### src/rtl/cpu6_ifu_pkg.sv
// Shared constants for the cpu6 instruction fetch unit.
package cpu6_ifu_pkg;
   localparam int          CPU6_XLEN      = 32;
   localparam logic [31:0] CPU6_RESET_PC  = 32'h0000_0000;
   localparam logic [31:0] CPU6_NOP_INSTR = 32'h0000_0013;
   localparam int          CPU6_IFU_DEPTH = 2;

   // Width of a counter that must hold every value from 0 to depth inclusive.
   function automatic int ctrWidth(input int depth);
      return $clog2(depth) + 1;
   endfunction
endpackage

### src/rtl/cpu6_fetch_fifo.sv
// Synchronous FIFO with flush; registered storage, 1-cycle push-to-visible latency.
// No internal overflow/underflow protection: the caller guarantees push/pop legality.
module cpu6_fetch_fifo #(
   parameter int WIDTH = 64,
   parameter int DEPTH = 2
) (
   input  logic                     clk,
   input  logic                     reset,
   input  logic                     flush,
   input  logic                     push,
   input  logic [WIDTH-1:0]         pushData,
   input  logic                     pop,
   output logic [WIDTH-1:0]         popData,
   output logic [$clog2(DEPTH):0]   count,
   output logic                     full,
   output logic                     empty
);
   localparam int AW = $clog2(DEPTH);

   logic [WIDTH-1:0] mem [DEPTH];
   logic [AW-1:0]    wrPtr;
   logic [AW-1:0]    rdPtr;
   logic [AW:0]      cnt;

   always_ff @(posedge clk or negedge reset) begin
      if (!reset) begin
         wrPtr <= '0;
         rdPtr <= '0;
         cnt   <= '0;
      end else if (flush) begin
         wrPtr <= '0;
         rdPtr <= '0;
         cnt   <= '0;
      end else begin
         if (push) wrPtr <= wrPtr + AW'(1);
         if (pop)  rdPtr <= rdPtr + AW'(1);
         case ({push, pop})
            2'b10:   cnt <= cnt + (AW+1)'(1);
            2'b01:   cnt <= cnt - (AW+1)'(1);
            default: cnt <= cnt;
         endcase
      end
   end

   always_ff @(posedge clk) begin
      if (push && !flush) mem[wrPtr] <= pushData;
   end

   assign popData = mem[rdPtr];
   assign count   = cnt;
   assign full    = (cnt == (AW+1)'(DEPTH));
   assign empty   = (cnt == '0);
endmodule

### src/rtl/cpu6_ifu.sv
// Instruction fetch: in-order imem requests, buffered {pc,instr} to EX; accept-to-valid 2 cycles.
// Issue stalls while inflight+buffered reaches DEPTH; redirect flushes and squashes in-flight responses.
module cpu6_ifu
   import cpu6_ifu_pkg::*;
#(
   parameter int              XLEN     = CPU6_XLEN,
   parameter logic [XLEN-1:0] RESET_PC = XLEN'(CPU6_RESET_PC),
   parameter int              DEPTH    = CPU6_IFU_DEPTH
) (
   input  logic            clk,
   input  logic            reset,
   output logic            imem_req_valid,
   input  logic            imem_req_ready,
   output logic [XLEN-1:0] imem_req_addr,
   input  logic            imem_rsp_valid,
   input  logic [XLEN-1:0] imem_rsp_data,
   input  logic            redirect,
   input  logic [XLEN-1:0] redirect_pc,
   output logic            instr_valid,
   input  logic            instr_ready,
   output logic [XLEN-1:0] pc_out,
   output logic [XLEN-1:0] instr_out
);
   localparam int CW = ctrWidth(DEPTH);

   logic [XLEN-1:0]   fetchPc;
   logic [CW-1:0]     inflight;
   logic [CW-1:0]     squash;
   logic [CW-1:0]     fifoCount;
   logic [CW-1:0]     tagCount;
   logic [CW:0]       occupancy;
   logic [XLEN-1:0]   rspTag;
   logic [2*XLEN-1:0] bufData;
   logic              reqFire, rspDrop, bufPush, bufPop;
   logic              bufFull, bufEmpty, tagFull, tagEmpty;

   // Every accepted request owns a buffer slot, so the buffer can never overflow.
   assign occupancy      = {1'b0, inflight} + {1'b0, fifoCount};
   assign imem_req_valid = reset && !redirect && (occupancy < (CW+1)'(DEPTH));
   assign imem_req_addr  = fetchPc;
   assign reqFire        = imem_req_valid && imem_req_ready;

   assign rspDrop     = (squash != '0);
   assign bufPush     = imem_rsp_valid && !rspDrop;
   assign instr_valid = !bufEmpty && !redirect;
   assign bufPop      = instr_valid && instr_ready;
   assign pc_out      = instr_valid ? bufData[2*XLEN-1:XLEN] : '0;
   assign instr_out   = instr_valid ? bufData[XLEN-1:0] : XLEN'(CPU6_NOP_INSTR);

   cpu6_fetch_fifo #(.WIDTH(XLEN), .DEPTH(DEPTH)) tagQueue (
      .clk(clk), .reset(reset), .flush(1'b0),
      .push(reqFire), .pushData(fetchPc),
      .pop(imem_rsp_valid), .popData(rspTag),
      .count(tagCount), .full(tagFull), .empty(tagEmpty)
   );

   cpu6_fetch_fifo #(.WIDTH(2*XLEN), .DEPTH(DEPTH)) instrBuf (
      .clk(clk), .reset(reset), .flush(redirect),
      .push(bufPush), .pushData({rspTag, imem_rsp_data}),
      .pop(bufPop), .popData(bufData),
      .count(fifoCount), .full(bufFull), .empty(bufEmpty)
   );

   always_ff @(posedge clk or negedge reset) begin
      if (!reset) begin
         fetchPc  <= RESET_PC;
         inflight <= '0;
         squash   <= '0;
      end else begin
         case ({reqFire, imem_rsp_valid})
            2'b10:   inflight <= inflight + CW'(1);
            2'b01:   inflight <= inflight - CW'(1);
            default: inflight <= inflight;
         endcase
         if (redirect) begin
            // Everything still outstanding after this edge belongs to the wrong path.
            fetchPc <= redirect_pc;
            squash  <= inflight - CW'(imem_rsp_valid);
         end else begin
            if (reqFire) fetchPc <= fetchPc + XLEN'(4);
            if (imem_rsp_valid && rspDrop) squash <= squash - CW'(1);
         end
      end
   end

   always @(posedge clk) begin
      if (reset) begin
         assert (!(imem_rsp_valid && tagEmpty));
         assert (!(reqFire && tagFull));
         assert (!(bufPush && bufFull && !bufPop && !redirect));
         assert (tagCount == inflight);
         assert (squash <= inflight);
         assert (!(redirect && redirect_pc[1:0] != 2'b00));
      end
   end
endmodule

### config.mk
export PLATFORM = sky130hd
export DESIGN_NAME = cpu6_ifu
export DESIGN_NICKNAME = d
export VERILOG_FILES = /design/src/rtl/cpu6_ifu_pkg.sv /design/src/rtl/cpu6_fetch_fifo.sv /design/src/rtl/cpu6_ifu.sv
export SDC_FILE = /design/constraint.sdc
export NUM_CORES = 1
export LEC_CHECK = 0
export ABC_AREA = 1
export BUFFER_PORTS_ARGS = -buffer_cell sky130_fd_sc_hd__buf_4
export CAP_MARGIN = 25
export CORE_AREA = 4 4 140 142
export DETAILED_ROUTE_END_ITERATION = 8
export DIE_AREA = 0 0 144 146
export PLACE_DENSITY = 0.81
export SETUP_SLACK_MARGIN = 0.1
export SYNTH_ARGS = -nofsm -noshare
export SYNTH_HDL_FRONTEND = slang
export SYNTH_SLANG_ARGS = --single-unit
export TNS_END_PERCENT = 50
### constraint.sdc
create_clock -name clk -period 6.2 [get_ports clk]
set_clock_uncertainty 0.05 [all_clocks]
set_input_delay 0.31 -clock clk [delete_from_list [all_inputs] [get_ports clk]]
set_output_delay 0.31 -clock clk [all_outputs]
set_load 0.02 [all_outputs]
==> results_dict.tcl <==
set metrics [dict create \
    ant_nets 0 \
    ir_drop_mv 0.198 \
    path_max_fanout 46 \
    slew_violations 0 \
    syn_area_per_cell_sq_um 12.0 \
    vias_per_cell 5.30 \
    crit_type "flip-flop to output pin" \
    globalRouteOverflowTotal 0 \
    rsz0062_at_grt "false" \
    remaining_drc_errors 0 \
    crit_buf_inv 3 \
    routed_wl_microns 23800 \
    setup_viol 0 \
    hold_class "primary input to flip-flop" \
    p_int_mw 3.39 \
    drv_cap 0 \
    outcome "finished, final reports clean" \
    max_slew_margin_pct 37.1 \
    area_delta_synth_final_pct 26.6 \
    layout_commonest_cell "nand2_1" \
    finalSetupTns_ns 0 \
    syn_area_sq_um 10300 \
    synth_top_area_share_pct 55.7 \
    worst_path_largest_cell_delay_ns 0.71 \
    gp_congestion 0.825 \
    port-buffer-count 167 \
    yosys.area.top_type "edfxtp_1" \
    hold_viol 0 \
    clock-sinks 234 \
    power_mw 4.94 \
    worstSetupPathDepth 5 \
    die_h_microns 146 \
    holdPathStages 3 \
    min_period_ns 2.97 \
    antenna_found_initial 0 \
    pin_count 168 \
    use_met1_pct 28.0 \
    diodes 0 \
    wl_per_cell_microns 17.8 \
    p_switching_mw 1.55 \
    cts_buffer_depth 3 \
    dieArea_sq_um 21000 \
    crit_slowest_cell "dfrtp_2" \
    yosys_warnings 0 \
    grt_max_degree 67 \
    yosys_register_bits 234 \
    multi_input_comb_area_sq_um 2950 \
    ys_top_cells_by_area "edfxtp_1, dfrtp_1, mux2_2" \
    cts_tree "built" \
    drive_gt1_share_pct 30.8 \
    dp_slack_ns 3.54 \
    max_freq_mhz 336 \
    crit_chain "buf_4, mux2_2, nand2_1, inv_1, buf_4" \
    synth.distinct_cells 35 \
    tightest_slew_ns 0.942 \
    grt_pass1_vias 7269 \
    clk_latency_ns 0.50 \
    vias 7066 \
    path_delay_family "buffers and inverters" \
    placed_area_sq_um 11800 \
    setup_ws_ns 3.23 \
    cp_data_required_time_ns 5.84 \
    design_area_sq_um 13100 \
    p_sw_share_pct 31.3 \
    fp-row-count 50 \
    met3_usage_pct 3.78 \
    rr_worst_depth 6 \
    n_fill_cell 1196 \
    first_pass_iters 4 \
    powerDensity_nw_per_um2 377 \
    start_util_pct 56.1 \
    combPwrFrac_pct 28.3 \
    seqCellArea_sq_um 6820 \
    drt_iter0_markers 431 \
    syn_nets 935 \
    crit_path_end_kind "output pin" \
    crit_top_cell "buf_4" \
    syn_inst 860 \
    layout_common_cells "nand2_1, edfxtp_1, buf_4" \
    dieWidth_microns 144 \
    dp_hpwl_microns 14900 \
    cp_data_arrival_time_ns 2.61 \
    pwr-share-seq_pct 42.7 \
    clk_pin_slew_worst_paths_ns 0.06 \
    grt_pass1_wl_microns 37200 \
    final_net_count 1157 \
    seq_area_frac_synth_pct 65.9 \
    core_sq_um 18500 \
    cts-htree-levels 1 \
    grt_usage_pct 22.4 \
    cts-root-buf "clkbuf_16" \
    hold_slack_ns 0.0275 \
    met2_usage_pct 39.1 \
    grt-busiest-layer "met2" \
    finalCritPeriodShare_pct 48.0 \
    power.share.clock_pct 29.0 \
    worst_setup_path_start_kind "flip-flop" \
    p_leak_nw 5.61 \
    numCtsBuffers 24 \
]
[tightest hold or removal path, delay by kind of cell]
kind / cells / cell delay, ns
simple gates: 2 / 0.15
buf+inv: 1 / 0.08
[metal layers]
metal,vias to the layer above,wire length [microns]
met2,266,12100
met3,56,1470
met1,3422,9420
li1,3322,-
met5,-,0
met4,0,761
[worst paths after layout]
path                            startpoint                  end  slack (ns)
max                         instrBuf.rdPtr           pc_out[27]        3.23
min                        redirect_pc[17]    imem_req_addr[17]        0.03
max reg2reg                    inflight[0]  tagQueue.mem[1][12]        3.56
min reg2reg                 tagQueue.rdPtr       tagQueue.rdPtr        0.42
max in group asynchronous            reset       instrBuf.rdPtr        5.35
min in group asynchronous            reset     imem_req_addr[1]        0.31
[cells by family (layout without fill, tap and decap cells)]
kind of cell    count (synthesis)  count (layout)  share of synthesized area [%]
buf+inv                       146             385                           5.90
flops                         234             234                           65.9
simple gates                  332             332                           14.2
fa+ha+maj                       5               5                          0.677
compound gates                 39              39                           2.25
mux                            93              93                           10.1
xor+xnor                       11              11                          0.931
[layout make-up]
type / count / area share [%]
Tap cell: 234 / 2.23
Clock buffer: 31 / 4.95
Multi-Input combinational cell: 480 / 22.5
Clock inverter: 12 / 1.07
Sequential cell: 234 / 52.0
Inverter: 118 / 3.39
Timing Repair Buffer: 224 / 13.8
[sequential cells by signal (all words and copies together), names as in the netlist]
register        flops
tagQueue.wrPtr      1
instrBuf.rdPtr      1
tagQueue.mem       64
imem_req_addr      32
inflight            2
instrBuf.count      2
squash              2
tagQueue.rdPtr      1
instrBuf.wrPtr      1
instrBuf.mem      128
[per-stage QoR]
| stage | std cells | utilization [%] |
|---|---|---|
| after global routing | 1333 | 71.0 |
| after floorplan | 860 | - |
| final | 1333 | 71.0 |
| after global placement | 1240 | 64.0 |
| after CTS | 1333 | 71.0 |
| after detailed placement | 1240 | 64.0 |
[synthesized netlist by cell type]
| cell type | n |
|---|---|
| buf_4 | 8 |
| xor2_1 | 4 |
| buf_1 | 2 |
| inv_1 | 112 |
| o21bai_1 | 8 |
| nor3_2 | 1 |
| dfrtp_1 | 42 |
| o21ai_0 | 21 |
| nand4_4 | 1 |
| inv_2 | 5 |
| fa_1 | 1 |
| nor3_1 | 4 |
| buf_2 | 13 |
| nand2_1 | 215 |
| ha_1 | 4 |
| nand3_1 | 51 |
| a21oi_1 | 3 |
| nor2_8 | 1 |
| clkinv_2 | 1 |
| mux2_1 | 1 |
| nor2_4 | 6 |
| nand4_1 | 2 |
| nor2_2 | 7 |
| buf_6 | 2 |
| xnor2_1 | 7 |
| or2_2 | 1 |
| nand2_4 | 4 |
| edfxtp_1 | 192 |
| o211ai_1 | 7 |
| nand2_2 | 5 |
| clkbuf_1 | 3 |
| and2_1 | 1 |
| mux2_2 | 92 |
| nor2_1 | 32 |
| nand3b_1 | 1 |
[power groups by stage]
stage                     Combinational [mW]  Clock [mW]  Sequential (mW)
after floorplan                        0.890           0             2.12
after global placement                  1.33           0             2.12
after detailed placement                1.36           0             2.14
after CTS                               1.40        1.45             2.10
after global routing                    1.52        1.52             2.13
final                                   1.40        1.43             2.11
[what timing repair did]
action / CTS / global route
buffers inserted: 0 / 0
gates resized for setup: 0 / 0
hold endpoints to repair: 123 / 0
setup endpoints to repair: 0 / 0
hold buffers: 50 / 0
Note: power is estimated with default switching activity, not from simulation.
